## config.mk

```make
export PLATFORM = sky130hd
export DESIGN_NAME = imm_gen_pipe
export DESIGN_NICKNAME = d
export VERILOG_FILES = /design/src/rtl/imm_gen_pipe.sv
export SDC_FILE = /design/constraint.sdc
export NUM_CORES = 1
export LEC_CHECK = 0
export BUFFER_PORTS_ARGS = -buffer_cell sky130_fd_sc_hd__buf_2
export CAP_MARGIN = 5
export CELL_PAD_IN_SITES_DETAIL_PLACEMENT = 1
export CELL_PAD_IN_SITES_GLOBAL_PLACEMENT = 2
export CORE_AREA = 4 4 112 114
export DETAILED_ROUTE_END_ITERATION = 10
export DIE_AREA = 0 0 116 118
export PLACE_DENSITY_LB_ADDON = 0.12
export SYNTH_ARGS = -nofsm -noshare
export SYNTH_HDL_FRONTEND = slang
export SYNTH_SLANG_ARGS = --single-unit
```

## constraint.sdc

```tcl
create_clock -name clk -period 5.9 [get_ports clk]
set_clock_uncertainty 0.2 [all_clocks]
set_input_delay 0.59 -clock clk [delete_from_list [all_inputs] [get_ports clk]]
set_output_delay 0.59 -clock clk [all_outputs]
set_load 0.03 [all_outputs]
```

## src/rtl/imm_gen_pipe.sv

```systemverilog
// Purpose: pipelined RISC-V immediate generator; decodes format, sign-extends to XLEN, flags unknown opcodes, carries a tag.
// Latency: 1 cycle (accept at edge N, result on out_* after edge N); 1 instruction/cycle throughput.
// Backpressure: 2-entry buffer; in_ready = (count != 2) depends only on registered count, never on out_ready.
// Ports: clk/rst (async active-high), flush (sync drop-all), in_valid/in_ready/in_instr/in_tag (accept side),
//        out_valid/out_ready/out_imm/out_fmt/out_illegal/out_tag (head entry, all registered).
module imm_gen_pipe #(
  parameter int XLEN  = 32,
  parameter int TAG_W = 8
) (
  input  logic             clk,
  input  logic             rst,
  input  logic             flush,
  input  logic             in_valid,
  output logic             in_ready,
  input  logic [31:0]      in_instr,
  input  logic [TAG_W-1:0] in_tag,
  output logic             out_valid,
  input  logic             out_ready,
  output logic [XLEN-1:0]  out_imm,
  output logic [2:0]       out_fmt,
  output logic             out_illegal,
  output logic [TAG_W-1:0] out_tag
);

  localparam logic [2:0] FMT_NONE = 3'd0;
  localparam logic [2:0] FMT_I    = 3'd1;
  localparam logic [2:0] FMT_S    = 3'd2;
  localparam logic [2:0] FMT_B    = 3'd3;
  localparam logic [2:0] FMT_U    = 3'd4;
  localparam logic [2:0] FMT_J    = 3'd5;

  typedef struct packed {
    logic [XLEN-1:0]  imm;
    logic [2:0]       fmt;
    logic             ill;
    logic [TAG_W-1:0] tag;
  } entry_t;

  logic [31:0] imm32;
  logic [2:0]  dec_fmt;
  logic        dec_ill;
  entry_t      dec;
  entry_t      head;
  entry_t      second;
  logic [1:0]  count;
  logic        push;
  logic        pop;

  // Every format's immediate fits in 32 bits with its sign at bit 31,
  // so decode at 32 bits and sign-extend once afterwards.
  always_comb begin
    imm32   = 32'd0;
    dec_fmt = FMT_NONE;
    dec_ill = 1'b0;
    case (in_instr[6:0])
      7'b0110111, 7'b0010111: begin
        imm32   = {in_instr[31:12], 12'b0};
        dec_fmt = FMT_U;
      end
      7'b1101111: begin
        imm32   = {{11{in_instr[31]}}, in_instr[31], in_instr[19:12], in_instr[20], in_instr[30:21], 1'b0};
        dec_fmt = FMT_J;
      end
      7'b1100011: begin
        imm32   = {{19{in_instr[31]}}, in_instr[31], in_instr[7], in_instr[30:25], in_instr[11:8], 1'b0};
        dec_fmt = FMT_B;
      end
      7'b0100011: begin
        imm32   = {{20{in_instr[31]}}, in_instr[31:25], in_instr[11:7]};
        dec_fmt = FMT_S;
      end
      7'b1100111, 7'b0000011, 7'b0010011: begin
        imm32   = {{20{in_instr[31]}}, in_instr[31:20]};
        dec_fmt = FMT_I;
      end
      7'b0011011: begin
        // OP-IMM-32 only exists on RV64.
        if (XLEN == 64) begin
          imm32   = {{20{in_instr[31]}}, in_instr[31:20]};
          dec_fmt = FMT_I;
        end else begin
          dec_ill = 1'b1;
        end
      end
      7'b0110011: begin
        // R-type has no immediate; the I-field pattern is passed through for compatibility.
        imm32 = {{20{in_instr[31]}}, in_instr[31:20]};
      end
      default: dec_ill = 1'b1;
    endcase
  end

  always_comb begin
    dec     = '0;
    dec.imm = XLEN'($signed(imm32));
    dec.fmt = dec_fmt;
    dec.ill = dec_ill;
    dec.tag = in_tag;
  end

  assign in_ready  = (count != 2'd2);
  assign out_valid = (count != 2'd0);
  assign push      = in_valid && in_ready;
  assign pop       = out_valid && out_ready;

  // head always holds the oldest entry so the outputs come straight from flops.
  always_ff @(posedge clk or posedge rst) begin
    if (rst) begin
      count  <= 2'd0;
      head   <= '0;
      second <= '0;
    end else if (flush) begin
      count <= 2'd0;
    end else begin
      case (count)
        2'd0: begin
          if (push) begin
            head  <= dec;
            count <= 2'd1;
          end
        end
        2'd1: begin
          if (push && pop) begin
            head <= dec;
          end else if (push) begin
            second <= dec;
            count  <= 2'd2;
          end else if (pop) begin
            count <= 2'd0;
          end
        end
        2'd2: begin
          // in_ready is low here, so only a pop can happen.
          if (pop) begin
            head  <= second;
            count <= 2'd1;
          end
        end
        default: count <= 2'd0;
      endcase
    end
  end

  assign out_imm     = head.imm;
  assign out_fmt     = head.fmt;
  assign out_illegal = head.ill;
  assign out_tag     = head.tag;

endmodule

```

==> impl_results.md, run 1 <==
- Critical path, cell by cell: nor2b_2, inv_1, buf_2
- Worst vdd ir: 0.199 mV
- Post-synthesis sequential area ratio: 54.7%
- Net Sw Power: 0.000517 W
- Async SR Flop Fraction: 100%
- Fillers: 1339
- Hold Vio Cnt, Final: 0
- Detailed Route Iter0 Violations: between 100 and 150
- Worst skew pair latency: 350 ps
- # resized after CTS: 0
- Crit path depth: 3
- Global-route wire length before repair: 19.9 mm
- Fin cells: 650
- Die area: 13700 µm²
- DRC viols: 0
- Clk pwr share: a little over a third
- WP data required: roughly 5100 ps
- Power density cells: 348 nW/µm²
- CP delay by family, top: simple AND/OR/NAND/NOR gates
- Diode count: 0
- Largest cells by area after synthesis: dfrtp_1 (55%), nand2_1 (7.1%), nor2_1 (4.7%)
- Reg-to-reg endpoint: out_imm[2]
- Maximum capacitance violations: 0
- Largest net degree at the start of global routing: 51
- Most frequent cells in the layout: dfrtp_1 (90), buf_2 (90), nand2_1 (78)
- Top cell type's share of synthesized area: around 55%
- Flop2flop setup slack: 3320 ps
- Cts hold-fix bufs: 0
- Power share of the combinational group: a little under a fifth
- Synth area leader: dfrtp_1
- Post-synth EDFFs: 0
- Mapped cell area: 4120 µm²
- Placed cells: about 640
- Post-route antenna net violation count: 0
- Final WL: 12.1 mm
- Die width: 116 µm
- Total grt overflow: 0
- Clk pin slew, worst setup/hold paths: 70 ps
- Setup TNS Final: 0 ps
- RSZ-0062 raised after global routing: no
- CP max FO: 25
- Syn Nets: 469
- Slowest stage delay, CP: 880 ps
- Arrival time worst endpoint: approximately 2100 ps
- Hold Path Class: input port to asynchronous set/reset pin
- Status: complete, no violations
- Core ar.: 11400 µm²
- Reg2reg start: count[1]
- Clk buf depth: 2
- Layout cells sized above 1: between 20% and 30%
- Die Ht: 118 µm
- Slew of the pin with the lowest slew margin: 1110 ps
- FMAX: 351 MHz
- Layout net count: 548
- Unique cell type count in the Yosys netlist: 50
- Syn Area/Cell: 9.71 µm²
- Buffers plus inverters on the worst setup path: 2
- Internal: 0.00121 W
- Synthesized flop and latch total: 90
- CTS root buffer: clkbuf_16
- Via count: 3498
- Final worst path period share: 48.3%
- Flop pwr share: about 45%
- Dpl hpwl: 8.15 mm
- Tmin final: 2850 ps
- Final Max Slew Viols: 0
- DR vias/cell: 5.38
- Setup CP Type: register to output port
- Clock sink count: 90
- Leak: 2.30 nW
- Gpl congestion: 0.796
- DR WL/cell: 18.6 µm
- Ys Warns: 0
- Setup-failing EPs final: 0
- Final WS setup: a little over 3000 ps
- Htree depth: 3
- DRT Pass-1 Iters: 4
- Row count: 39
- Io pins: just over 90
- CTS tree: yes
- CP endpoint kind: output port
- Switching part of the total power: 30.0%
- Slew headroom: 25.8%
- Startpoint types: register
- Area delta synth->final: 20.1%
- Initial core utilization: a little over a third
- Reg2reg path depth: 5
- I/O Buffers: 90
- Pre-CTS worst setup slack: 3020 ps
- Synth Instances: 424
- Worst-path cell with the longest stage delay: nor2b_2
- Initial antenna violation count: 0
- GRT Total Usage: 18.5%
- Vias in the first global route: 3740
- Setup Buffers After CTS: 0
- Ys flop type: dfrtp_1
- CTS Buf Count: 9
[stage by stage]
step	utilization, %	power (W)	hold slack (ps)	instance area [µm²]
after detailed placement	40.5	0.00112	265	4630
after global routing	43.3	0.00181	189	4940
after global placement	40.5	0.00111	257	4630
after floorplan	-	0.00101	246	4120
after CTS	43.3	0.00175	156	4940
final	43.3	0.00172	135	4940
[how the worst max path moves through the flow]
stage,end,slack (ps),startpoint
6_report,in_ready,3050,count[0]
5_1_grt,in_ready,2890,count[0]
4_1_cts,in_ready,2990,count[0]
3_5_place_dp,out_imm[1],3020,in_valid
3_3_place_gp,out_imm[11],3090,in_valid
2_1_floorplan,count[0],2770,rst
[power groups by stage]
stage | clock (W) | sequential [W] | combinational (W)
final | 0.000619 | 0.000775 | 0.000328
after global routing | 0.000658 | 0.000787 | 0.000363
after CTS | 0.000635 | 0.000776 | 0.000335
after detailed placement | 0 | 0.000786 | 0.000334
after global placement | 0 | 0.000783 | 0.000326
after floorplan | 0 | 0.000858 | 0.000148
[state kept, by name, summed over array words and instances, names as in the netlist]
register / cells
second: 44
out_imm: 32
count: 2
out_tag: 8
out_illegal: 1
out_fmt: 3
[area by class of cell]
cell class / instances / area, µm² / share of cell area [%]
timing repair buffer: 95 / 488 / 9.87
clock inverter: 5 / 78.8 / 1.59
sequential: 90 / 2250 / 45.6
clock buffer: 10 / 239 / 4.83
multi-input combinational: 303 / 1690 / 34.2
tap: 143 / 179 / 3.62
inverter: 4 / 16.3 / 0.329
[kinds of logic (layout without fill, tap and decap cells)]
family / count (synthesis) / count (layout) / share of synthesized area [%]
multiplexers: 2 / 2 / 0.517
AO/OA/AOI/OAI: 109 / 109 / 18.6
flip-flops: 90 / 90 / 54.7
AND/OR/NAND/NOR: 192 / 192 / 21.7
buffers and inverters: 31 / 114 / 4.41
[routing by layer]
| metal | up-vias | share of wire [%] | GRT usage [%] |
|---|---|---|---|
| li1 | 1653 | - | - |
| met1 | 1755 | 46 | 23.9 |
| met2 | 75 | 49 | 31.0 |
| met3 | 15 | 3.8 | 4.11 |
| met4 | 0 | 1.2 | 4.79 |
| met5 | - | 0 | 0 |
[cell usage after synthesis (2+ instances only)]
master	n
dfrtp_1	90
nand2_1	78
nor2_1	51
nor3_1	21
a21oi_1	20
a211oi_1	19
o21ai_0	17
a31oi_1	11
and3_1	10
buf_2	9
nand3_1	9
clkbuf_1	8
o211ai_1	8
a22o_1	7
a221o_1	6
buf_6	6
o21ai_1	5
a22oi_1	4
inv_1	4
nor2b_1	3
and2_1	2
and3b_1	2
buf_4	2
nand2b_1	2
nor2_2	2
nor3_2	2
nor3b_2	2
o211a_1	2
Power figures use the tool's default switching activity.
==> inputs of run 2 (changes only) <==
- ABC_AREA: not set -> 1
- CORE_AREA: 4 4 112 114 -> 4 4 128 130
- DIE_AREA: 0 0 116 118 -> 0 0 132 134
- clock period: 5.9 -> 2.96 ns (I/O delays scaled with it)
==> run 2 against run 1 <==
  * First-iteration DRC count rose by 38%
  * Non-clock buffer count increased by 12
  * Final area up 14%
  * Sequential share of layout area is 5.5 points lower
==> impl_results.md, run 2 <==
- Status: complete, no violations
- Synthesized flop and latch total: 90 (unchanged)
- WP data required: 2990 ps (-2120 ps)
- Most frequent cell after synthesis: nand2_1
- Clock sink count: 90 (unchanged)
- Vias in the first global route: 4609 (+23%)
- Initial core utilization: 30.6% (-5.5 points)
- DRT Pass-1 Iters: 4 (unchanged)
- Area delta synth->final: 21.3%
- Arrival time worst endpoint: 2320 ps (+260 ps)
- Most frequent cells in the layout: nand2_1 (197), dfrtp_1 (90), buf_2 (90)
- Setup Buffers After CTS: 0 (unchanged)
- Worst skew pair latency: 350 ps (about the same)
- Most common cell after layout, fill and taps aside: nand2_1
- Setup TNS Final: 0 ps (unchanged)
- CP endpoint kind: register
- Post-route antenna net violation count: 0 (unchanged)
- Row count: 45 (+15%)
- Ys flop type: dfrtp_1
- Fin cells: 883 (+36%)
- Post-synthesis sequential area ratio: 48.6% (-6.1 points)
- Setup-failing EPs final: 0 (unchanged)
- Diode count: 0 (unchanged)
- Post-synth top cells: nand2_1 (197), dfrtp_1 (90), inv_1 (54)
- Clk pin slew, worst setup/hold paths: 70 ps (about the same)
- Synth Instances: 607 (+43%)
- Largest net degree at the start of global routing: 61 (+20%)
- Ys Warns: 0 (unchanged)
- Slew headroom: 56.7% (+31 points)
- Reg2reg start: count[0]
- Max reg flops: 44 (unchanged)
- Io pins: 91 (unchanged)
- Hold Vio Cnt, Final: 0 (unchanged)
- Async SR Flop Fraction: 100% (unchanged)
- Worst vdd ir: 0.263 mV (+32%)
- Final Max Slew Viols: 0 (unchanged)
- Final WL: 14.1 mm (+16%)
- Clk buf depth: 2 (unchanged)
- Setup CP Type: register to register
- Die Ht: 134 µm (+14%)
- Detailed Route Iter0 Violations: 184 (+38%)
- Final worst path period share: 77.1%
- DRC viols: 0 (unchanged)
- Core ar.: 15100 µm² (+33%)
- Syn Area/Cell: 7.63 µm² (-21%)
- RSZ-0062 raised after global routing: no
- Synth area leader: dfrtp_1
- Maximum capacitance violations: 0 (unchanged)
- Post-synth EDFFs: 0 (unchanged)
- Die width: 132 µm (+14%)
- # resized after CTS: 0 (unchanged)
- DR WL/cell: 15.9 µm (-14%)
- FMAX: 438 MHz
- Startpoint types: register
- Setup crit start: count[0]
- Syn Nets: 652 (+39%)
- Fillers: 1873 (+40%)
- CTS root buffer: clkbuf_16
- Global-route wire length before repair: 23.8 mm (+20%)
- Top reg by flops: second
- Unique cell type count in the Yosys netlist: 31 (-38%)
- HP Start: in_tag[1]
- Leak: 3.05 nW (+33%)
- Die area: 17700 µm² (+29%)
- Top cell type's share of synthesized area: 48.6% (-6.1 points)
- CP max FO: 31 (+24%)
- Layout cells sized above 1: 20.4% (-4.6 points)
- Placed cells: 859 (+35%)
- I/O Buffers: 90 (unchanged)
- CTS tree: yes
- Tmin final: 2280 ps
- Slew of the pin with the lowest slew margin: 649 ps (-464 ps)
- Cts hold-fix bufs: 8 (+8)
- Layout net count: 735 (+34%)
- Total grt overflow: 0 (unchanged)
- CTS Buf Count: 9 (unchanged)
- GRT Total Usage: 16.7% (-1.8 points)
- Hold Path Class: input port to register
- Largest cells by area after synthesis: dfrtp_1 (49%), nand2_1 (16%), o21ai_0 (4.4%)
- Gpl congestion: 0.729 (-8.5%)
- Power density cells: 630 nW/µm² (+81%)
- Initial antenna violation count: 1 (+1)
- Htree depth: 3 (unchanged)
- Mapped cell area: 4630 µm² (+13%)
- Via count: 4332 (+24%)
- DR vias/cell: 4.91 (-8.8%)
- Dpl hpwl: 9.80 mm (+20%)
[run 2: critical path: stages, from the launching register on]
cell     delay (ps)
dfrtp_1         430
inv_2           110
nand2_1          80
buf_4           240
inv_2           470
buf_4           330
a21oi_1         100
o21ai_1         110
nand2_1          60
[run 2: area by class of cell]
| class | instances | area, µm² | area share [%] |
|---|---|---|---|
| clock buffers | 12 | 246 | 4.39 |
| clock inverters | 4 | 51.3 | 0.913 |
| inverters | 62 | 234 | 4.17 |
| multi-input cells | 420 | 1970 | 35.2 |
| flip-flops and latches | 90 | 2250 | 40.1 |
| well taps | 188 | 235 | 4.19 |
| repair buffers | 107 | 623 | 11.1 |
[run 2: metal layers]
metal / GRT usage [%] / vias to the layer above / part of all wire [%]
met2: 27.5 / 76 / 47
met4: 5.95 / 2 / 1.5
met1: 22.2 / 2121 / 48
li1: - / 2121 / -
met5: 0 / - / 0.050
met3: 2.81 / 12 / 4.0
[run 2: worst paths after layout]
check,to,cells after the start,slack (ps)
setup / recovery,out_imm[13],8,680
max in group asynchronous,out_imm[26],4,1440
min in group asynchronous,out_imm[13],3,330
hold reg to reg,out_imm[20],2,280
hold / removal,second[1],3,10
setup reg to reg,out_imm[13],8,680
[run 2: power by group]
group	switching [W]	internal, W
clock	0.000503	0.000679
sequential	0.0000933	0.00147
combinational	0.000545	0.000251
[run 2: metrics by stage]
stage	power (W)	utilization, %	worst slack, ps	instance area, µm²	hold WS [ps]
after floorplan	0.00212	-	129	4630	217
after global placement	0.00235	34.6	762	5240	167
after detailed placement	0.00238	34.6	690	5240	170
after CTS	0.00360	37.1	674	5620	4.15
after global routing	0.00376	37.1	485	5620	45.5
final	0.00354	37.1	677	5620	10.5
[run 2: logic make-up after synthesis]
kind of cell | Yosys count | share of synthesized area (%)
buffers and inverters | 97 | 8.75
AOI/OAI and AO/OA | 138 | 16.3
DFF | 90 | 48.6
and+or+nand+nor | 282 | 26.3
==> inputs of run 3 (changes only) <==
- ABC_AREA: 1 -> 0
- CORE_AREA: 4 4 128 130 -> 4 4 123 125
- DIE_AREA: 0 0 132 134 -> 0 0 127 129
- clock period: 2.96 -> 1.85 ns (I/O delays scaled with it)
==> run 3 against run 2 <==
  * The run now ends with setup timing left
  * Setup slack worse by 730 ps
  * Wire length is 2.1% lower
  * Sequential share of layout area is 1.9 points lower
  * Maximum frequency is 20% higher
  * Final area is 5.1% higher
  * Clock-buffer cell count is 3 higher
  * Non-clock buffer count is 57 higher
  * Power is 56% higher
  * Combinational power is 58% higher
  * Register-to-register slack worse by 730 ps
  * Largest power group unchanged
==> impl_results.md, run 3 (synthesis results as in run 1) <==
- Die width: 127 µm (-3.8%)
- Io pins: 91 (unchanged)
- Global-route wire length before repair: 22.0 mm (-7.5%)
- Final WL: 13.8 mm (-2.1%)
- Power density cells: 938 nW/µm² (+49%)
- CTS tree: yes
- CTS Buf Count: 9 (unchanged)
- Most common cell after layout, fill and taps aside: buf_2
- Violated checks: setup timing
- Arrival time worst endpoint: 1930 ps (-390 ps)
- GRT Total Usage: 17.1% (+0.41 points)
- Worst vdd ir: 0.574 mV (+120%)
- Slew headroom: 66.8% (+10 points)
- Row count: 43 (-4.4%)
- Initial core utilization: 29.7% (-0.93 points)
- Layout net count: 617 (-16%)
- CP max FO: 6 (-81%)
- Leak: 2.68 nW (-12%)
- Flop2flop setup slack: -50 ps (-730 ps)
- Hold Path Class: input port to register
- Core ar.: 13900 µm² (-8.4%)
- DR vias/cell: 4.94 (+0.68%)
- Final instance area: 5900 µm² (+5.1%)
- Status: finished, violations left
- Setup crit start: count[1]
- Setup-failing EPs final: 6 (+6)
- Setup CP Type: register to register
- DRT Pass-1 Iters: 4 (unchanged)
- Via count: 3739 (-14%)
- Final WS setup: -54.0 ps (-731 ps)
- CP endpoint kind: register
- Hold Crit Endpoint: second[12]
- Diode count: 0 (unchanged)
- Final worst path period share: 103% (+26 points)
- DR WL/cell: 18.2 µm (+14%)
- Gpl congestion: 0.795 (+9.1%)
- Most frequent cells in the layout: buf_2 (89), dfrtp_1 (88), nand2_1 (78)
- Worst skew pair latency: 350 ps (about the same)
- Hold path depth: 4 (+1)
- Detailed Route Iter0 Violations: 161 (-13%)
- Largest net degree at the start of global routing: 91 (+49%)
- Setup TNS Final: -211 ps (-211 ps)
- Max reg flops: 44 (unchanged)
- Die Ht: 129 µm (-3.7%)
- Final Max Slew Viols: 0 (unchanged)
- Top reg by flops: second
- Slew of the pin with the lowest slew margin: 498 ps (-151 ps)
- Clock sink count: 90 (unchanged)
- DRC viols: 0 (unchanged)
- Maximum capacitance violations: 0 (unchanged)
- Clk buf depth: 2 (unchanged)
- CTS root buffer: clkbuf_16
- Dpl hpwl: 9.17 mm (-6.5%)
- HP Start: in_instr[7]
- FMAX: 525 MHz (+20%)
- Layout cells sized above 1: 33.4% (+13 points)
- Register area: 2250 µm² (+0.11%)
- RSZ-0062 raised after global routing: yes
- Fillers: 1589 (-15%)
- Reg2reg path depth: 4 (-4)
- Startpoint types: register
- Post-route antenna net violation count: 0 (unchanged)
- Area delta synth->final: 43.4%
- WP data required: 1870 ps (-1120 ps)
- Area after DPL: 4950 µm² (-5.6%)
- Fin cells: 757 (-14%)
- Tmin final: 1900 ps (-379 ps)
- I/O Buffers: 90 (unchanged)
- Vias in the first global route: 4129 (-10%)
- Initial antenna violation count: 0 (-1)
- Hold Vio Cnt, Final: 0 (unchanged)
- Reg2reg start: count[1]
- Clk pin slew, worst setup/hold paths: 60 ps (about the same)
- Die area: 16400 µm² (-7.4%)
- Placed cells: 700 (-19%)
- Reg-to-reg endpoint: out_imm[10]
- Total grt overflow: 0 (unchanged)
- Multi-input logic area: 1890 µm² (-4.4%)
- Htree depth: 3 (unchanged)
-- run 3: changes by cell type in the layout (fill, tap and decap cells not counted), moves of 16 or more --
cell / previous run / this run
a21oi_1: 39 / 11
buf_4: 7 / 23
dlygate4sd3_1: 8 / 35
inv_1: 53 / 2
nand2_1: 197 / 78
nand3_1: 35 / 8
nor2_1: 18 / 50
o21ai_0: 41 / 17
o21ai_1: 39 / 5
-- run 3: report_power, final --
| group | switching, W | total [W] | internal (W) |
|---|---|---|---|
| clock | 0.000749 | 0.00177 | 0.00102 |
| combinational | 0.000776 | 0.00126 | 0.000489 |
| sequential | 0.000205 | 0.00250 | 0.00229 |
-- run 3: area by class of cell --
type	count	share of cell area, %
Clock buffer	15	4.71
Clock inverter	1	0.127
Inverter	4	0.318
Multi-Input combinational cell	303	32.0
Sequential cell	90	38.2
Tap cell	180	3.82
Timing Repair Buffer	164	20.8
-- run 3: critical path, stage by stage, from the launching register on --
cell and delay (ps):
dfrtp_2 450, mux2i_4 220, o32a_4 370, clkbuf_16 180, a221o_1 350
-- run 3: timing repair --
action	CTS	global route
setup endpoints to repair	47	64
hold buffers	35	0
pin swaps	1	22
gates resized for setup	8	53
endpoints found under the hold margin	165	0
buffers inserted	1	1
gates cloned	0	4
-- run 3: worst max path at each step --
stage / endpoint / slack [ps] / cells after the start
final: out_imm[10] / -50 / 4
after global routing: out_imm[10] / -90 / 4
after CTS: out_tag[1] / -50 / 5
after detailed placement: out_imm[5] / -60 / 5
after global placement: out_imm[6] / 30 / 5
after floorplan: out_imm[21] / 20 / 6
-- run 3: through the flow --
step | hold WS [ps] | utilization (%) | total power (W) | worst slack [ps]
2_1_floorplan | 50.9 | - | 0.00321 | 19.6
3_3_place_gp | 174 | 35.6 | 0.00360 | 31.1
3_5_place_dp | 172 | 35.6 | 0.00364 | -59.4
4_1_cts | 124 | 40.5 | 0.00551 | -47.3
5_1_grt | 171 | 42.5 | 0.00586 | -92.5
6_report | 130 | 42.5 | 0.00553 | -54.0
-- run 3: metal layers --
| layer | routed length, µm | share of wire [%] | global-route usage [%] |
|---|---|---|---|
| met3 | 734 | 5.3 | 4.77 |
| met2 | 6730 | 49 | 29.5 |
| met5 | 0 | 0 | 0 |
| met4 | 134 | 0.97 | 3.72 |
| met1 | 6160 | 45 | 21.6 |
